**config.mk**
```make
export PLATFORM = sky130hd
export DESIGN_NAME = eth_link_qualifier
export DESIGN_NICKNAME = d
export VERILOG_FILES = /design/src/rtl/eth_link_qualifier.sv
export SDC_FILE = /design/constraint.sdc
export NUM_CORES = 1
export LEC_CHECK = 0
export CAP_MARGIN = 20
export CORE_ASPECT_RATIO = 0.5
export CORE_MARGIN = 10
export CORE_UTILIZATION = 48
export CTS_BUF_LIST = sky130_fd_sc_hd__clkbuf_8
export CTS_CLUSTER_DIAMETER = 30
export DETAILED_ROUTE_END_ITERATION = 6
export PLACE_DENSITY = 0.88
export SLEW_MARGIN = 0
export SYNTH_ARGS = -nofsm -noshare
export SYNTH_HDL_FRONTEND = slang
export SYNTH_SLANG_ARGS = --single-unit
```
**constraint.sdc**
```tcl
create_clock -name clk200 -period 2 [get_ports clk200]
set_clock_uncertainty 0.05 [all_clocks]
set_input_delay 0.3 -clock clk200 [delete_from_list [all_inputs] [get_ports clk200]]
set_output_delay 0.3 -clock clk200 [all_outputs]
set_load 0.02 [all_outputs]
```
**src/rtl/eth_link_qualifier.sv**
```systemverilog
// Debounces the raw RXC link indication into a qualified LINK_OK with change pulse.
// Optional drop counter built only when ETH_LINK_DROP_CNT_EN is defined.
module eth_link_qualifier #(
  parameter int unsigned UP_CYCLES   = 4096,
  parameter int unsigned DOWN_CYCLES = 64
) (
  input  logic        clk200,
  input  logic        rst_n,
  input  logic        link_raw,
  input  logic        drops_clr,
  output logic        LINK_OK,
  output logic        LINK_EVT,
  output logic [1:0]  LINK_STATE,
  output logic [15:0] LINK_DROPS
);

  typedef enum logic [1:0] {
    ST_DOWN      = 2'd0,
    ST_QUAL_UP   = 2'd1,
    ST_UP        = 2'd2,
    ST_QUAL_DOWN = 2'd3
  } state_t;

  localparam logic [15:0] UP_LAST   = 16'(UP_CYCLES - 1);
  localparam logic [15:0] DOWN_LAST = 16'(DOWN_CYCLES - 1);

  state_t      r_state;
  logic [15:0] r_timer;
  logic        r_link_q;
  logic        r_ok;
  logic        r_evt;

  always_ff @(posedge clk200 or negedge rst_n) begin
    if (!rst_n) begin
      r_state  <= ST_DOWN;
      r_timer  <= '0;
      r_link_q <= 1'b0;
      r_ok     <= 1'b0;
      r_evt    <= 1'b0;
    end else begin
      r_link_q <= link_raw;
      // NOTE: r_evt defaults low here and is overridden below; the last non-blocking write wins, giving a one-cycle pulse.
      r_evt    <= 1'b0;
      case (r_state)
        ST_DOWN: begin
          if (r_link_q) begin
            r_state <= ST_QUAL_UP;
            r_timer <= '0;
          end
        end
        ST_QUAL_UP: begin
          if (!r_link_q) begin
            r_state <= ST_DOWN;
            r_timer <= '0;
          end else if (r_timer == UP_LAST) begin
            r_state <= ST_UP;
            r_timer <= '0;
            r_ok    <= 1'b1;
            r_evt   <= 1'b1;
          end else begin
            r_timer <= r_timer + 16'd1;
          end
        end
        ST_UP: begin
          if (!r_link_q) begin
            r_state <= ST_QUAL_DOWN;
            r_timer <= '0;
          end
        end
        ST_QUAL_DOWN: begin
          if (r_link_q) begin
            r_state <= ST_UP;
            r_timer <= '0;
          end else if (r_timer == DOWN_LAST) begin
            r_state <= ST_DOWN;
            r_timer <= '0;
            r_ok    <= 1'b0;
            r_evt   <= 1'b1;
          end else begin
            r_timer <= r_timer + 16'd1;
          end
        end
        default: begin
          r_state <= ST_DOWN;
          r_timer <= '0;
        end
      endcase
    end
  end

  assign LINK_OK    = r_ok;
  assign LINK_EVT   = r_evt;
  assign LINK_STATE = r_state;

`ifdef ETH_LINK_DROP_CNT_EN
  logic [15:0] r_drops;
  logic        w_drop;

  // A drop is the confirmed QUAL_DOWN -> DOWN step, not an aborted qualification.
  assign w_drop = (r_state == ST_QUAL_DOWN) && !r_link_q && (r_timer == DOWN_LAST);

  always_ff @(posedge clk200 or negedge rst_n) begin
    if (!rst_n) begin
      r_drops <= '0;
    end else if (drops_clr) begin
      r_drops <= w_drop ? 16'd1 : 16'd0;
    end else if (w_drop && (r_drops != 16'hFFFF)) begin
      r_drops <= r_drops + 16'd1;
    end
  end

  assign LINK_DROPS = r_drops;
`else
  logic w_unused_drops_clr;
  assign w_unused_drops_clr = drops_clr;
  assign LINK_DROPS         = 16'h0000;
`endif

endmodule
```
Word level (Yosys, flattened, before mapping). Index checks and enable logic that the tools add are counted.

Register bits after elaboration: 21. Input bits: 4. Output and inout bits: 20.

$add $sub $neg: 1. Equality and inequality tests: 13. Muxes and demuxes: 24. Reductions and logical operators: 5.

Operators by type and width (count): $mux 16 (6); $pmux 16 s4 (1); $add 16x1->16 const B (1); $eq 16x12->1 const B (1); $eq 16x6->1 const B (1); $mux 2 (6); $ne 2x2->1 const B (6); $mux 1 (8); $pmux 2 s4 (1); $ne 3x3->1 const B (2); $reduce_and 5->1 (1); $eq 2x2->1 const B (2); $pmux 1 s2 (2); $reduce_and 4->1 (1); $eq 2x1->1 const B (1); $logic_not 2->1 (1); $reduce_and 2->1 (1); $reduce_bool 2->1 (1).

Longest topological paths before layout. Gate-level depths: netlist of the first run.

Word-level depth: 4. Depth in mapped cells: 8. Mapped depth without buffers: 6.

Worst setup path before layout of the first run. No wires, ideal clock.

Path kind: register to register. From: register r_timer[12]. To: register (tool-made name). Setup time: 127 ps. Arrival: 1977 ps. Slack: -154 ps. Cell stages (with the launch flop): 7. Clock period less this slack: 2154 ps. Path through: dfrtp_1 or4_1 nor4_2 o22ai_2 buf_6 nor2_2 mux2_1.

RTL lines: start, declared (line 28) `logic [15:0] r_timer;`; start signal, assigned (line 61) `r_timer <= r_timer + 16'd1;`; start signal, assigned (line 80) `r_timer <= r_timer + 16'd1;`.

Final worst setup path of the first run.
From: register r_timer[11]. To: register r_timer[11].

Cells in the longest elaborated chain, start to end: 4.

Ends and longest elaborated chain: $add 16x1->16 (tied with other cells) (line 61, 80); $mux 16, on equally long branches (line 74, 55); $mux 16, on equally long branches (line 71, 52); $pmux 16 s4 (*) (line 44) `case (r_state)`.

Every way passes the cells marked *; elsewhere a longest branch is shown, timed or not. A chain may end at the register's enable or synchronous reset.

==> flow_summary.yaml, run 1 <==
placement:
  place_hpwl_mm: 2.19
  io_buffers: 6
  gp_congestion: 0.832
  dpl-instance-area_sq_um: 1520
final_layout:
  syn2layout_area_growth_pct: 32.7
  fin_area_sq_um: 1660
  drive_gt1_share_pct: 31.0
  nets: 177
  diodes: 0
drt:
  drt_iter0_drc: 97
  viasPerCell: 5.87
  dr.pass1.iters: 4
  dr_total_vias: 1210
  wl_per_cell_microns: 17.2
  antenna_left: 0
  drc: 0
  routed_wl_mm: 3.55
sta:
  setup-violations-final: 17
  hold_ws_ps: 319
  finalHoldViolCount: 0
  min_period_ps: 2140
  slew_headroom_pct: 64.0
  slew_violations: 0
  fmax_mhz: 466
  max_slew.worst_pin.slew_ps: 536
  fin_crit_sh_pct: 107
  layout_setup_ws_ps: -145
  grt_setup_unrepaired: "true"
yosys:
  yosysSeqAreaShare_pct: 42.0
  yosys.area_share.simple_pct: 23.1
  synth_top_family_by_area: "simple AND/OR/NAND/NOR gates"
  synth_xor_area_share_pct: 0.700
  yosysTopAreaCellShare_pct: 42.0
  ys_types: 35
  synth_compound_area_share_pct: 16.9
  muxShareOfSynthArea_pct: 3.30
  synth_cells: 134
  postSynthAreaPerCell_sq_um: 9.34
  synth.largest_area_cell: "dfrtp_1"
  synth_fa_ha_area_share_pct: 1.00
  yosys_register_bits: 21
  yosys_warnings: 0
  yosys-top-cells-area: "dfrtp_1 (42%), buf_4 (9.6%), a31oi_1 (5.5%)"
  synthesis.area_sq_um: 1250
pwr:
  total_power_mw: 1.67
  intPower_mw: 1.01
  swShare_pct: 39.4
  ir_drop_mv: 0.544
  pwr-share-comb_pct: 51.7
  p_leak_nw: 0.752
  power.density_nw_per_um2: 1010
  power_switching_uw: 659
  p_seq_share_pct: 31.4
  clkPwrFrac_pct: 16.9
floorplanning:
  start_util_pct: 53.4
  die_w_microns: 92.2
  die-area_sq_um: 5170
  rows: 12
  ioPinCount: 24
  core_area_sq_um: 2340
  die_h_microns: 56.1
clock_tree:
  root_buffer: "clkbuf_8"
  clk_latency_ps: 270
  clock_sinks: 21
  hold_buffers: 0
  cts_max_level: 1
  clkTransAtPathRegs_ps: 80
  cts_buffer_depth: 2
  cts_tree: "built"
  cts_buffers: 3
grt:
  track_usage_pct: 12.0
  grt_max_degree: 22
  antenna_found_initial: 0
  grt_pass1_vias: 1166
  grt_pass1_wl_mm: 5.27
  overflow: 0
setup_path:
  cp-startpoint: "r_timer[11]"
  slowest_delay_ps: 550
  required_ps: 2110
  path_buf_inv: 2
  cp_cell_sequence: "or4_4 -> nor4_4 -> o22ai_4 -> buf_12 -> buf_6 -> a21oi_1 -> nor2_1"
  path_delay_family: "simple AND/OR/NAND/NOR gates"
  end_kind: "register"
  worstSetupStartpointType: "register"
  crit_arrival_ps: 2250
  path_class: "reg -> reg"
  crit_slowest_cell: "or4_4"
  r2r_start: "r_timer[11]"
  path_max_fanout: 15
outcome:
  violations: "setup timing"
  outcome: "finished with violations"
job:
  drv_cap: 0
hold_path:
  hold_path.class: "in -> async"
[logic make-up (layout without fill, tap and decap cells)]
kind of cell,after synthesis,in the layout
buffers and inverters,22,44
AO/OA/AOI/OAI,34,34
adder cells (fa/ha/maj),1,1
XOR/XNOR,1,1
other,1,16
flip-flops,21,21
AND/OR/NAND/NOR,50,50
multiplexers,4,4
[sequential cells by signal, summed over array words and instances, names as in the netlist, named ones only]
register	flops
r_timer	16
LINK_EVT	1
LINK_OK	1
LINK_STATE	1
r_link_q	1
[cell usage in the layout, fill, tap and decap left out, types with 2 or more instances in the layout]
| cell | instances |
|---|---|
| buf_4 | 25 |
| dfrtp_1 | 21 |
| conb_1 | 16 |
| a31oi_1 | 11 |
| nand3_1 | 9 |
| nand2_1 | 9 |
| a21oi_2 | 9 |
| buf_6 | 7 |
| clkdlybuf4s50_1 | 6 |
| nor2_1 | 5 |
| and3_1 | 4 |
| a21oi_1 | 3 |
| nor3_1 | 3 |
| nand2b_1 | 3 |
| mux2i_1 | 3 |
| o21ai_0 | 3 |
| clkbuf_8 | 3 |
| inv_1 | 2 |
| or4_4 | 2 |
| nor4_4 | 2 |
| nor2b_1 | 2 |
| nand4_1 | 2 |
| nor2_2 | 2 |
| and4_1 | 2 |
| or2b_1 | 2 |
| a41oi_1 | 2 |
| a22o_1 | 2 |
[Yosys cell counts]
cell type / n
conb_1: 1
or2b_1: 2
and3_1: 4
buf_6: 2
a22o_1: 2
inv_1: 1
a41oi_1: 2
and4_1: 2
a21oi_1: 12
nor3_1: 3
a21o_1: 1
xor2_1: 1
mux2i_1: 3
mux2_1: 1
nand3b_1: 1
or4_1: 2
nor2_2: 1
ha_1: 1
a31oi_1: 11
clkbuf_1: 2
nand2b_1: 3
o22ai_2: 1
nand2_1: 9
nand3_1: 9
nor2b_1: 2
a22oi_1: 1
o21ai_0: 4
or3_1: 1
dfrtp_1: 21
buf_4: 16
nor2_1: 6
nor4_2: 2
nand4_1: 2
buf_2: 1
or4bb_1: 1
[layer usage]
| metal | global-route usage [%] | vias up | share of wire [%] |
|---|---|---|---|
| met4 | 2.81 | 0 | 2.5 |
| met5 | 0 | - | 0 |
| met3 | 4.43 | 12 | 9.9 |
| met1 | 15.1 | 590 | 42 |
| li1 | - | 535 | - |
| met2 | 19.0 | 73 | 46 |
[worst paths after layout]
| path | slack (ps) | cells after the start | end |
|---|---|---|---|
| max | -140 | 7 | r_timer[11] |
| min | 320 | 2 | LINK_STATE[0] |
| max reg2reg | -140 | 7 | r_timer[11] |
| min reg2reg | 490 | 1 | LINK_OK |
| max in group asynchronous | 1360 | 2 | r_timer[7] |
| min in group clk200 | 420 | 1 | r_link_q |
[timing repair]
action                                  CTS  global route
gates resized for setup                  12             7
endpoints found under the setup margin   16            17
pin swaps                                 3             3
setup buffers                             3             1
[through the flow]
| step | util, % | setup TNS (ps) | instances | worst slack (ps) |
|---|---|---|---|---|
| 6_report | 70.9 | -1240 | 206 | -145 |
| 3_5_place_dp | 64.7 | -962 | 198 | -139 |
| 3_3_place_gp | 64.7 | -457 | 198 | -57.4 |
| 5_1_grt | 70.9 | -2540 | 206 | -204 |
| 2_1_floorplan | - | -117 | 149 | -99.2 |
| 4_1_cts | 69.4 | -1170 | 205 | -105 |
[cell type report]
cell class | instances | area [sq um]
well taps | 35 | 43.8
flip-flops and latches | 21 | 526
multi-input cells | 106 | 696
fillers | 149 | 682
clock inverters | 1 | 3.75
repair buffers | 39 | 347
clock buffers | 3 | 41.3
inverters | 1 | 3.75
[power by group through the flow]
stage          Combinational [mW]  Clock, mW  Sequential [mW]
6_report                    0.865      0.283            0.526
5_1_grt                     0.912      0.303            0.533
4_1_cts                     0.793      0.279            0.523
3_5_place_dp                0.685          0            0.532
3_3_place_gp                0.656          0            0.526
2_1_floorplan               0.390          0            0.559
Power figures use the tool's default switching activity.
==> run 2: changes to the inputs <==
Settings changed: SETUP_SLACK_MARGIN set to 0.3.
==> run 2 against run 1 <==
Compared with the run above: the run still ends with setup timing left; global-route usage increased by 2.6 points; maximum frequency rose by 2.6%; total power fell by 0.65%; non-clock buffer count down 5; critical endpoint is now r_timer[12]; largest cell class unchanged; highest routed layer unchanged.
==> flow_summary.yaml, run 2 (synthesis results as in run 1) <==
outcome:
  outcome: "finished with violations"
  violations: "setup timing"
grt:
  antenna_found_initial: 0
  overflow: 0
  grt_pass1_vias: 1206
  grt_pass1_wl_mm: 6.09
  grt_max_degree: 22
  track_usage_pct: 14.6
final_layout:
  fin_util_pct: 71.3
  fillers: 149
  drive_gt1_share_pct: 29.5
  nets: 172
  diodes: 0
  largest_register: "r_timer"
  fin_area_sq_um: 1670
  syn2layout_area_growth_pct: 33.4
  largest_reg_flops: 16
  layout_common_cells: "buf_4 (23), dfrtp_1 (21), conb_1 (16)"
  layout_commonest_cell: "buf_4"
clock_tree:
  root_buffer: "clkbuf_8"
  cts_max_level: 1
  hold_buffers: 0
  clock_sinks: 21
  cts_tree: "built"
  cts_buffer_depth: 2
  clk_latency_ps: 270
  clkTransAtPathRegs_ps: 80
  cts_buffers: 3
setup_path:
  r2r_start: "r_timer[13]"
  end_kind: "register"
  crit_arrival_ps: 2170
  path_class: "reg -> reg"
  path_max_fanout: 6
  rr_worst_depth: 6
  timing.rr.end: "r_timer[12]"
  reg2reg_slack_ps: -90
  required_ps: 2080
  worstSetupStartpointType: "register"
placement:
  place_hpwl_mm: 2.32
  gp_congestion: 0.777
  dpl-instance-area_sq_um: 1480
  io_buffers: 6
sta:
  min_period_ps: 2090
  grt_setup_unrepaired: "true"
  fin_crit_sh_pct: 104
  fmax_mhz: 479
  finalHoldViolCount: 0
  setup_tns_ps: -836
  setup-violations-final: 16
  layout_setup_ws_ps: -89.7
  slew_violations: 0
  hold_ws_ps: 337
floorplanning:
  ioPinCount: 24
  die-area_sq_um: 5170
  die_w_microns: 92.2
  die_h_microns: 56.1
  start_util_pct: 53.4
  rows: 12
  core_area_sq_um: 2340
drt:
  antenna_left: 0
  routed_wl_mm: 3.93
  dr.pass1.iters: 5
  viasPerCell: 6.20
  wl_per_cell_microns: 19.6
  drc: 0
  dr_total_vias: 1247
  drt_iter0_drc: 167
pwr:
  ir_drop_mv: 0.591
  power.density_nw_per_um2: 996
  p_leak_nw: 0.763
hold_path:
  hold_path.class: "in -> async"
job:
  drv_cap: 0
run 2: cell count changes in the layout (fill, tap and decap cells not counted), sizes merged:
cell           before  now
dlymetal6s2s        0    2
clkbuf              3    4
buf                33   27
clkdlybuf4s50       6    3
dlygate4sd2         0    1
run 2: power breakdown:
group          total, mW  switching [mW]  internal (mW)
combinational      0.834           0.467          0.368
sequential         0.536          0.0623          0.474
clock              0.292           0.154          0.138
total               1.66           0.683          0.979
run 2: worst max path at each step:
stage                           start          end  slack [ps]  cells after the start
after floorplan            r_timer[7]     register        -100                      6
after global placement    r_timer[11]  r_timer[12]         -20                      6
after detailed placement  r_timer[11]  r_timer[13]         -60                      6
after CTS                  r_timer[9]  r_timer[13]         -60                      6
after global routing         r_link_q  r_timer[12]        -150                      6
final                     r_timer[13]  r_timer[12]         -90                      6
run 2: timing repair:
action	4_1_cts	5_1_grt
hold endpoints to repair	0	0
gates resized for setup	14	11
pin swaps	10	8
setup endpoints to repair	21	22
gates cloned	0	2
setup buffers	1	1
run 2: routing by layer:
metal | up-vias | track usage, % | wire [microns] | share of wire (%)
met2 | 111 | 23.4 | 1810 | 46
met5 | - | 0 | 0 | 0
met3 | 22 | 4.70 | 381 | 9.7
li1 | 527 | - | - | -
met4 | 0 | 6.93 | 175 | 4.5
met1 | 587 | 17.3 | 1570 | 40
run 2: metrics by stage:
| step | power, mW | worst slack [ps] | std cells |
|---|---|---|---|
| after floorplan | 0.950 | -99.1 | 149 |
| after global placement | 1.13 | -20.8 | 193 |
| after detailed placement | 1.16 | -62.7 | 193 |
| after CTS | 1.51 | -64.6 | 198 |
| after global routing | 1.74 | -150 | 201 |
| final | 1.66 | -89.7 | 201 |
run 2: layout make-up:
class / instances / area [sq um] / area share [%]
tap: 35 / 43.8 / 2.62
multi-input combinational: 106 / 736 / 44.1
clock inverter: 1 / 3.75 / 0.225
sequential: 21 / 526 / 31.5
clock buffer: 3 / 41.3 / 2.47
timing repair buffer: 34 / 315 / 18.9
inverter: 1 / 3.75 / 0.225
run 2: worst max-delay path, stage by stage (launching register included):
cell,delay (ps)
dfrtp_1,390
or4_4,580
nor4_4,320
o22ai_4,190
buf_6,190
or2b_1,150
a31oi_1,70
